## config.mk

```make
export PLATFORM = sky130hd
export DESIGN_NAME = piece_fall_ctrl
export DESIGN_NICKNAME = d
export VERILOG_FILES = /design/src/rtl/tetris_pkg.sv /design/src/rtl/piece_lfsr.sv /design/src/rtl/piece_fall_ctrl.sv
export SDC_FILE = /design/constraint.sdc
export NUM_CORES = 1
export LEC_CHECK = 0
export CORE_UTILIZATION = 50
export CTS_BUF_LIST = sky130_fd_sc_hd__clkbuf_8 sky130_fd_sc_hd__clkbuf_16
export DETAILED_ROUTE_END_ITERATION = 16
export PLACE_DENSITY = 0.74
export SLEW_MARGIN = 20
export SYNTH_ARGS = -nofsm -noshare
export SYNTH_HDL_FRONTEND = slang
export SYNTH_HIERARCHICAL = 1
export SYNTH_SLANG_ARGS = --single-unit
```

## constraint.sdc

```tcl
create_clock -name clk -period 3.95 [get_ports clk]
set_input_delay 0.79 -clock clk [delete_from_list [all_inputs] [get_ports clk]]
set_output_delay 0.79 -clock clk [all_outputs]
set_load 0.005 [all_outputs]
```

## src/rtl/tetris_pkg.sv

```systemverilog
// tetris_pkg: shared piece kinds, 4x4 shape masks (row-major, index 0 = top-left),
// FSM state encoding and board dimensions.
package tetris_pkg;
  localparam int BOARD_W = 10;
  localparam int BOARD_H = 24;
  localparam logic [2:0] KIND_I = 3'd0;
  localparam logic [2:0] KIND_O = 3'd1;
  localparam logic [2:0] KIND_T = 3'd2;
  localparam logic [2:0] KIND_S = 3'd3;
  localparam logic [2:0] KIND_Z = 3'd4;
  localparam logic [2:0] KIND_J = 3'd5;
  localparam logic [2:0] KIND_L = 3'd6;
  localparam logic [2:0] ST_IDLE  = 3'd0;
  localparam logic [2:0] ST_SPAWN = 3'd1;
  localparam logic [2:0] ST_FALL  = 3'd2;
  localparam logic [2:0] ST_LOCK  = 3'd3;
  localparam logic [2:0] ST_OVER  = 3'd4;
  // each hex digit is one bitmap row, leftmost bit is column 0
  localparam logic [0:6][0:3][0:15] SHAPE = '{
    '{16'h0F00, 16'h2222, 16'h00F0, 16'h4444},
    '{16'h6600, 16'h6600, 16'h6600, 16'h6600},
    '{16'h4E00, 16'h4640, 16'h0E40, 16'h4C40},
    '{16'h6C00, 16'h4620, 16'h06C0, 16'h8C40},
    '{16'hC600, 16'h2640, 16'h0C60, 16'h4C80},
    '{16'h8E00, 16'h6440, 16'h0E20, 16'h44C0},
    '{16'h2E00, 16'h4460, 16'h0E80, 16'hC440}
  };
endpackage

```

## src/rtl/piece_lfsr.sv

```systemverilog
// piece_lfsr: free-running 16-bit Fibonacci LFSR (taps 16,14,13,11) mapped to a piece kind.
module piece_lfsr
  import tetris_pkg::*;
(
  input  logic       clk,
  input  logic       rst_n,
  output logic [2:0] kind_new
);
  logic [15:0] lfsr_q, lfsr_d;
  always_comb lfsr_d = {lfsr_q[14:0], lfsr_q[15] ^ lfsr_q[13] ^ lfsr_q[12] ^ lfsr_q[10]};
  always_ff @(posedge clk or negedge rst_n)
    if (!rst_n) lfsr_q <= 16'hACE1;
    else lfsr_q <= lfsr_d;
  assign kind_new = (lfsr_q[2:0] == 3'd7) ? KIND_I : lfsr_q[2:0];
endmodule

```

## src/rtl/piece_fall_ctrl.sv

```systemverilog
// piece_fall_ctrl: owns the falling piece (spawn, gravity, moves, hard drop, lock handoff).
// Define NEXT_PIECE_EN to add a registered next_kind preview output.
module piece_fall_ctrl
  import tetris_pkg::*;
#(
  parameter int         GRAVITY_CYCLES = 25_000_000,
  parameter int         DROP_CYCLES    = 1,
  parameter logic [3:0] SPAWN_X        = 4'd3,
  parameter logic [4:0] SPAWN_Y        = 5'd20
) (
  input  logic        clk,
  input  logic        rst_n,
  input  logic        start,
  input  logic        cmd_left,
  input  logic        cmd_right,
  input  logic        cmd_rot,
  input  logic        cmd_drop,
  input  logic        hit,
  input  logic        game_over,
  input  logic        lock_ack,
  output logic [3:0]  cand_x,
  output logic [4:0]  cand_y,
  output logic [0:15] cand_float,
  output logic [3:0]  pos_x,
  output logic [4:0]  pos_y,
  output logic [0:15] float,
  output logic [2:0]  kind,
`ifdef NEXT_PIECE_EN
  output logic [2:0]  next_kind,
`endif
  output logic        piece_valid,
  output logic        lock_req,
  output logic        over
);
  localparam logic [31:0] GRAV_MAX = 32'(GRAVITY_CYCLES - 1);
  localparam logic [31:0] DROP_MAX = 32'(DROP_CYCLES - 1);
  logic [2:0]  state_q, state_d, kind_q, kind_d, lfsr_kind, spawn_kind;
  logic [3:0]  pos_x_q, pos_x_d;
  logic [4:0]  pos_y_q, pos_y_d;
  logic [0:15] float_q, float_d;
  logic [1:0]  rot_q, rot_d, cand_rot;
  logic [31:0] cnt_q, cnt_d;
  logic        drop_q, drop_d, go_q, go_d, due, latch;
  piece_lfsr u_lfsr (.clk(clk), .rst_n(rst_n), .kind_new(lfsr_kind));
`ifdef NEXT_PIECE_EN
  logic [2:0] next_kind_q, next_kind_d;
  always_comb next_kind_d = (state_q == ST_SPAWN || (start && (state_q == ST_IDLE || state_q == ST_OVER)))
                            ? lfsr_kind : next_kind_q;
  always_ff @(posedge clk or negedge rst_n)
    if (!rst_n) next_kind_q <= 3'd0;
    else next_kind_q <= next_kind_d;
  assign spawn_kind = next_kind_q;
  assign next_kind  = next_kind_q;
`else
  assign spawn_kind = lfsr_kind;
`endif
  always_comb begin
    state_d    = state_q;
    pos_x_d    = pos_x_q;
    pos_y_d    = pos_y_q;
    float_d    = float_q;
    kind_d     = kind_q;
    rot_d      = rot_q;
    cnt_d      = cnt_q;
    drop_d     = drop_q;
    go_d       = go_q;
    cand_x     = pos_x_q;
    cand_y     = pos_y_q;
    cand_float = float_q;
    cand_rot   = rot_q;
    // the same counter paces gravity normally and row steps during a hard drop
    due        = cnt_q == (drop_q ? DROP_MAX : GRAV_MAX);
    latch      = !drop_q && cmd_drop;
    case (state_q)
      ST_IDLE: state_d = start ? ST_SPAWN : ST_IDLE;
      ST_SPAWN: begin
        cand_x     = SPAWN_X;
        cand_y     = SPAWN_Y;
        cand_float = SHAPE[spawn_kind][0];
        cand_rot   = 2'd0;
        state_d    = hit ? ST_OVER : ST_FALL;
        if (!hit) begin
          pos_x_d = cand_x;
          pos_y_d = cand_y;
          float_d = cand_float;
          rot_d   = cand_rot;
          kind_d  = spawn_kind;
          cnt_d   = '0;
          drop_d  = 1'b0;
        end
      end
      ST_FALL: begin
        if (due) cand_y = pos_y_q - 5'd1;
        else if (!drop_q && cmd_rot) begin
          cand_rot   = rot_q + 2'd1;
          cand_float = SHAPE[kind_q][cand_rot];
        end
        else if (!drop_q && cmd_left) cand_x = pos_x_q - 4'd1;
        else if (!drop_q && cmd_right) cand_x = pos_x_q + 4'd1;
        cnt_d  = (due || latch) ? '0 : cnt_q + 32'd1;
        drop_d = drop_q || cmd_drop;
        if (!hit) begin
          pos_x_d = cand_x;
          pos_y_d = cand_y;
          float_d = cand_float;
          rot_d   = cand_rot;
        end else if (due) begin
          state_d = ST_LOCK;
          go_d    = game_over;
        end
      end
      ST_LOCK: state_d = lock_ack ? (go_q ? ST_OVER : ST_SPAWN) : ST_LOCK;
      ST_OVER: state_d = start ? ST_SPAWN : ST_OVER;
      default: state_d = ST_IDLE;
    endcase
  end
  always_ff @(posedge clk or negedge rst_n)
    if (!rst_n) begin
      state_q <= ST_IDLE;
      pos_x_q <= '0;
      pos_y_q <= '0;
      float_q <= '0;
      kind_q  <= '0;
      rot_q   <= '0;
      cnt_q   <= '0;
      drop_q  <= 1'b0;
      go_q    <= 1'b0;
    end else begin
      state_q <= state_d;
      pos_x_q <= pos_x_d;
      pos_y_q <= pos_y_d;
      float_q <= float_d;
      kind_q  <= kind_d;
      rot_q   <= rot_d;
      cnt_q   <= cnt_d;
      drop_q  <= drop_d;
      go_q    <= go_d;
    end
  assign pos_x       = pos_x_q;
  assign pos_y       = pos_y_q;
  assign float       = float_q;
  assign kind        = kind_q;
  assign piece_valid = state_q == ST_FALL || state_q == ST_LOCK;
  assign lock_req    = state_q == ST_LOCK;
  assign over        = state_q == ST_OVER;
endmodule

```

==> impl_metrics.sql <==
INSERT INTO impl_metrics (metric_group, metric, value, unit) VALUES
('status', 'run_status', 'complete, no violations', ''),
('cells_and_area', 'number_of_inserted_filler_cells_in_the_final_layout', '801', ''),
('power', 'power.share.switching', '42.1', '%'),
('routing', 'first_drt_iteration_drcs', '369', ''),
('global_route', 'overflow', '0', ''),
('clock_tree', 'cts_root_buffer', 'clkbuf_8', ''),
('clock_tree', 'htree_levels', '3', ''),
('clock_tree', 'post_cts_hold_buffer_count', '0', ''),
('hold_path', 'worst_hold_path_type', 'reg -> reg', ''),
('run', 'max_cap_violations', '0', ''),
('cells_and_area', 'area_growth', '24.7', '%'),
('floorplan', 'die_area', '10200', 'um^2'),
('power', 'share_seq_of_total_power', '28.5', '%'),
('critical_path', 'arrival', '3.15', 'ns'),
('synth', 'synth.ff_latch_count', '83', ''),
('synth', 'netlist_instances', '555', ''),
('critical_path', 'timing.critical_path.cells', 'nand4_2 -> or4_4 -> a2111o_1 -> and2_4 -> o21ai_4 -> buf_12 -> a221o_1 -> clkdlybuf4s50_1', ''),
('floorplan', 'die_height', '101', 'um'),
('timing', 'finClkSkew', '0.0146', 'ns'),
('power', 'power.share.clock', '17.8', '%'),
('cells_and_area', 'final_common_cell', 'dfrtp_1', ''),
('timing', 'finalSetupTns', '0', 'ns'),
('synth', 'synth.avg_cell_area', '8.84', 'um^2'),
('placement', 'dp_hpwl', '8590', 'um'),
('clock_tree', 'worstSkewPairLatency', '0.38', 'ns'),
('global_route', 'first_global_vias', '4306', ''),
('clock_tree', 'tritoncts.num_buffers', '9', ''),
('placement', 'port_buffers', '65', ''),
('floorplan', 'fp-row-count', '35', ''),
('synth', 'synth.net_count', '575', ''),
('clock_tree', 'tritoncts_clock_tree', 'done', ''),
('critical_path', 'nature_of_the_critical_path_endpoint', 'primary output', ''),
('synth', 'synth_edf_count', '0', ''),
('cells_and_area', 'fraction_of_layout_cells_with_a_size_suffix_above_1', '12.2', '%'),
('power', 'p_int', '2330', 'uW'),
('cells_and_area', 'insertedDiodeCount', '0', ''),
('timing', 'timing.final.setup_violations', '0', ''),
('global_route', 'gr-usage-all-layers', '26.6', '%'),
('critical_path', 'critical_path.reg2reg.startpoint', 'cnt_q[2]', ''),
('cells_and_area', 'finish.net_count', '653', ''),
('floorplan', 'ios', '66', ''),
('floorplan', 'core_area', '9370', 'um^2'),
('routing', 'antenna_violation_net_count_after_detailed_routing', '0', ''),
('power', 'cellLeakagePower', '0.00277', 'uW'),
('clock_tree', 'clk_buf_depth', '2', ''),
('global_route', 'grt_start_max_net_pins', '84', ''),
('routing', 'detailroute.via_count', '4748', ''),
('global_route', 'grt_antenna_before_repair', '0', ''),
('clock_tree', 'path_clk_slew', '0.09', 'ns'),
('timing', 'max_freq', '0.254', 'GHz'),
('synth', 'async_flop_share', '100', '%'),
('synth', 'synthTopCellsByArea', 'dfrtp_1 38%, nand2_1 4.4%, dfstp_2 4.3%, o21ai_0 4.3%, a21oi_1 4.1%', ''),
('synth', 'synth.yosys.seq_area_share', '42.5', '%'),
('power', 'power_frac_comb', '53.7', '%'),
('timing', 'finalCritPeriodShare', '99.7', '%'),
('synth', 'synth_area', '4910', 'um^2'),
('critical_path', 'critPathSlowestCell', 'a2111o_1', ''),
('hold_path', 'worst_hold_path.num_cells', '0', ''),
('floorplan', 'initial_utilization', '52.3', '%'),
('critical_path', 'crit_fanout', '14', ''),
('hold_path', 'min_from', 'u_lfsr/lfsr_q[6]', ''),
('cells_and_area', 'layout_common_cells', '70 x dfrtp_1, 58 x nand2_1, 54 x clkdlybuf4s50_1', ''),
('routing', 'drcViolationCount', '0', ''),
('timing', 'tightestPinTransition', '0.941', 'ns'),
('power', 'vdd_drop_max', '376', 'uV'),
('synth', 'largest_area_contributor_in_the_netlist', 'dfrtp_1', ''),
('routing', 'drt_first_pass_iters', '5', ''),
('global_route', 'grt_pass1_wl', '21100', 'um'),
('clock_tree', 'cts.sink_count', '83', ''),
('floorplan', 'floorplan.die.width', '101', 'um'),
('timing', 'grt_setup_unrepaired', 'true', '');
stage by stage:
| step | setup WS (ns) | cells | total power, uW | area, um^2 | hold slack (ns) |
|---|---|---|---|---|---|
| 2_1_floorplan | 0.890 | 555 | 2350 | 4910 | 0.331 |
| 3_3_place_gp | 0.148 | 731 | 3110 | 5660 | 0.337 |
| 3_5_place_dp | 0.113 | 731 | 3160 | 5660 | 0.338 |
| 4_1_cts | 0.00952 | 761 | 3970 | 6020 | 0.359 |
| 5_1_grt | -0.0926 | 767 | 4280 | 6120 | 0.366 |
| 6_report | 0.0129 | 767 | 4020 | 6120 | 0.355 |
final timing paths:
| check | end | slack [ns] |
|---|---|---|
| worst max-delay path | cand_float[6] | 0.01 |
| worst min-delay path | u_lfsr/lfsr_q[7] | 0.36 |
| worst max register to register | cnt_q[24] | 1.10 |
| worst min register to register | u_lfsr/lfsr_q[7] | 0.36 |
| max in group asynchronous | cnt_q[0] | 2.94 |
| min in group asynchronous | cnt_q[4] | 0.46 |
power by group through the flow:
stage	registers (uW)	clock network (uW)	logic, uW
CTS	1140	739	2090
global route	1160	768	2350
finish	1150	717	2160
detailed placement	1150	0	2010
global placement	1140	0	1960
floorplan	1090	0	1260
worst max-delay path: cells and delay by family, from the launching register on:
family                 cells  cell delay [ns]
AOI/OAI and AO/OA          3             0.81
buffers and inverters      2             0.66
DFF                        1             0.43
and+or+nand+nor            3             0.88
Yosys cell counts, types with 9 or more instances:
cell type,instances
and2_1,9
nand2_1,58
ha_1,10
nor2_1,34
inv_1,26
a21oi_1,40
and3_1,9
nor3_1,19
a22o_1,11
nand3_1,27
nor4_1,9
nand4_1,11
a21o_1,9
dfrtp_1,75
clkbuf_1,17
or3_1,12
o21ai_0,42
area by class of cell:
class / count / area (um^2) / share of cell area [%]
Tap cell: 129 / 161 / 2.64
Inverter: 26 / 97.6 / 1.60
Multi-Input combinational cell: 416 / 2600 / 42.5
Sequential cell: 83 / 2090 / 34.2
Clock buffer: 11 / 151 / 2.47
Clock inverter: 5 / 85.1 / 1.39
Timing Repair Buffer: 97 / 931 / 15.2
routing by layer:
metal  routed length [um]  global-route usage [%]
met1                 5850                    36.6
met2                 6160                    41.7
met3                  874                    6.17
met4                  189                    7.92
met5                    0                       0
cell families after synthesis:
family                   share of synthesized area, %
AO/OA/AOI/OAI                                    24.4
XOR/XNOR                                         1.43
adder cells (fa/ha/maj)                          2.55
buffers and inverters                            5.02
flip-flops                                       42.5
multiplexers                                     1.28
AND/OR/NAND/NOR                                  22.8
registers in the layout, indices dropped and copies added, names as in the netlist, 2 cells and up:
register and cells:
cnt_q 32, pos_y 5, pos_x 4, state_q 3, kind 3, float 16, rot_q 2, u_lfsr/lfsr_q 16
timing repair:
item                       4_1_cts  5_1_grt
setup buffers                   14        5
gates cloned                     0        1
setup endpoints to repair       17       22
pin swaps                        3        2
gates resized for setup          4       17
(Power assumes the default switching activity.)
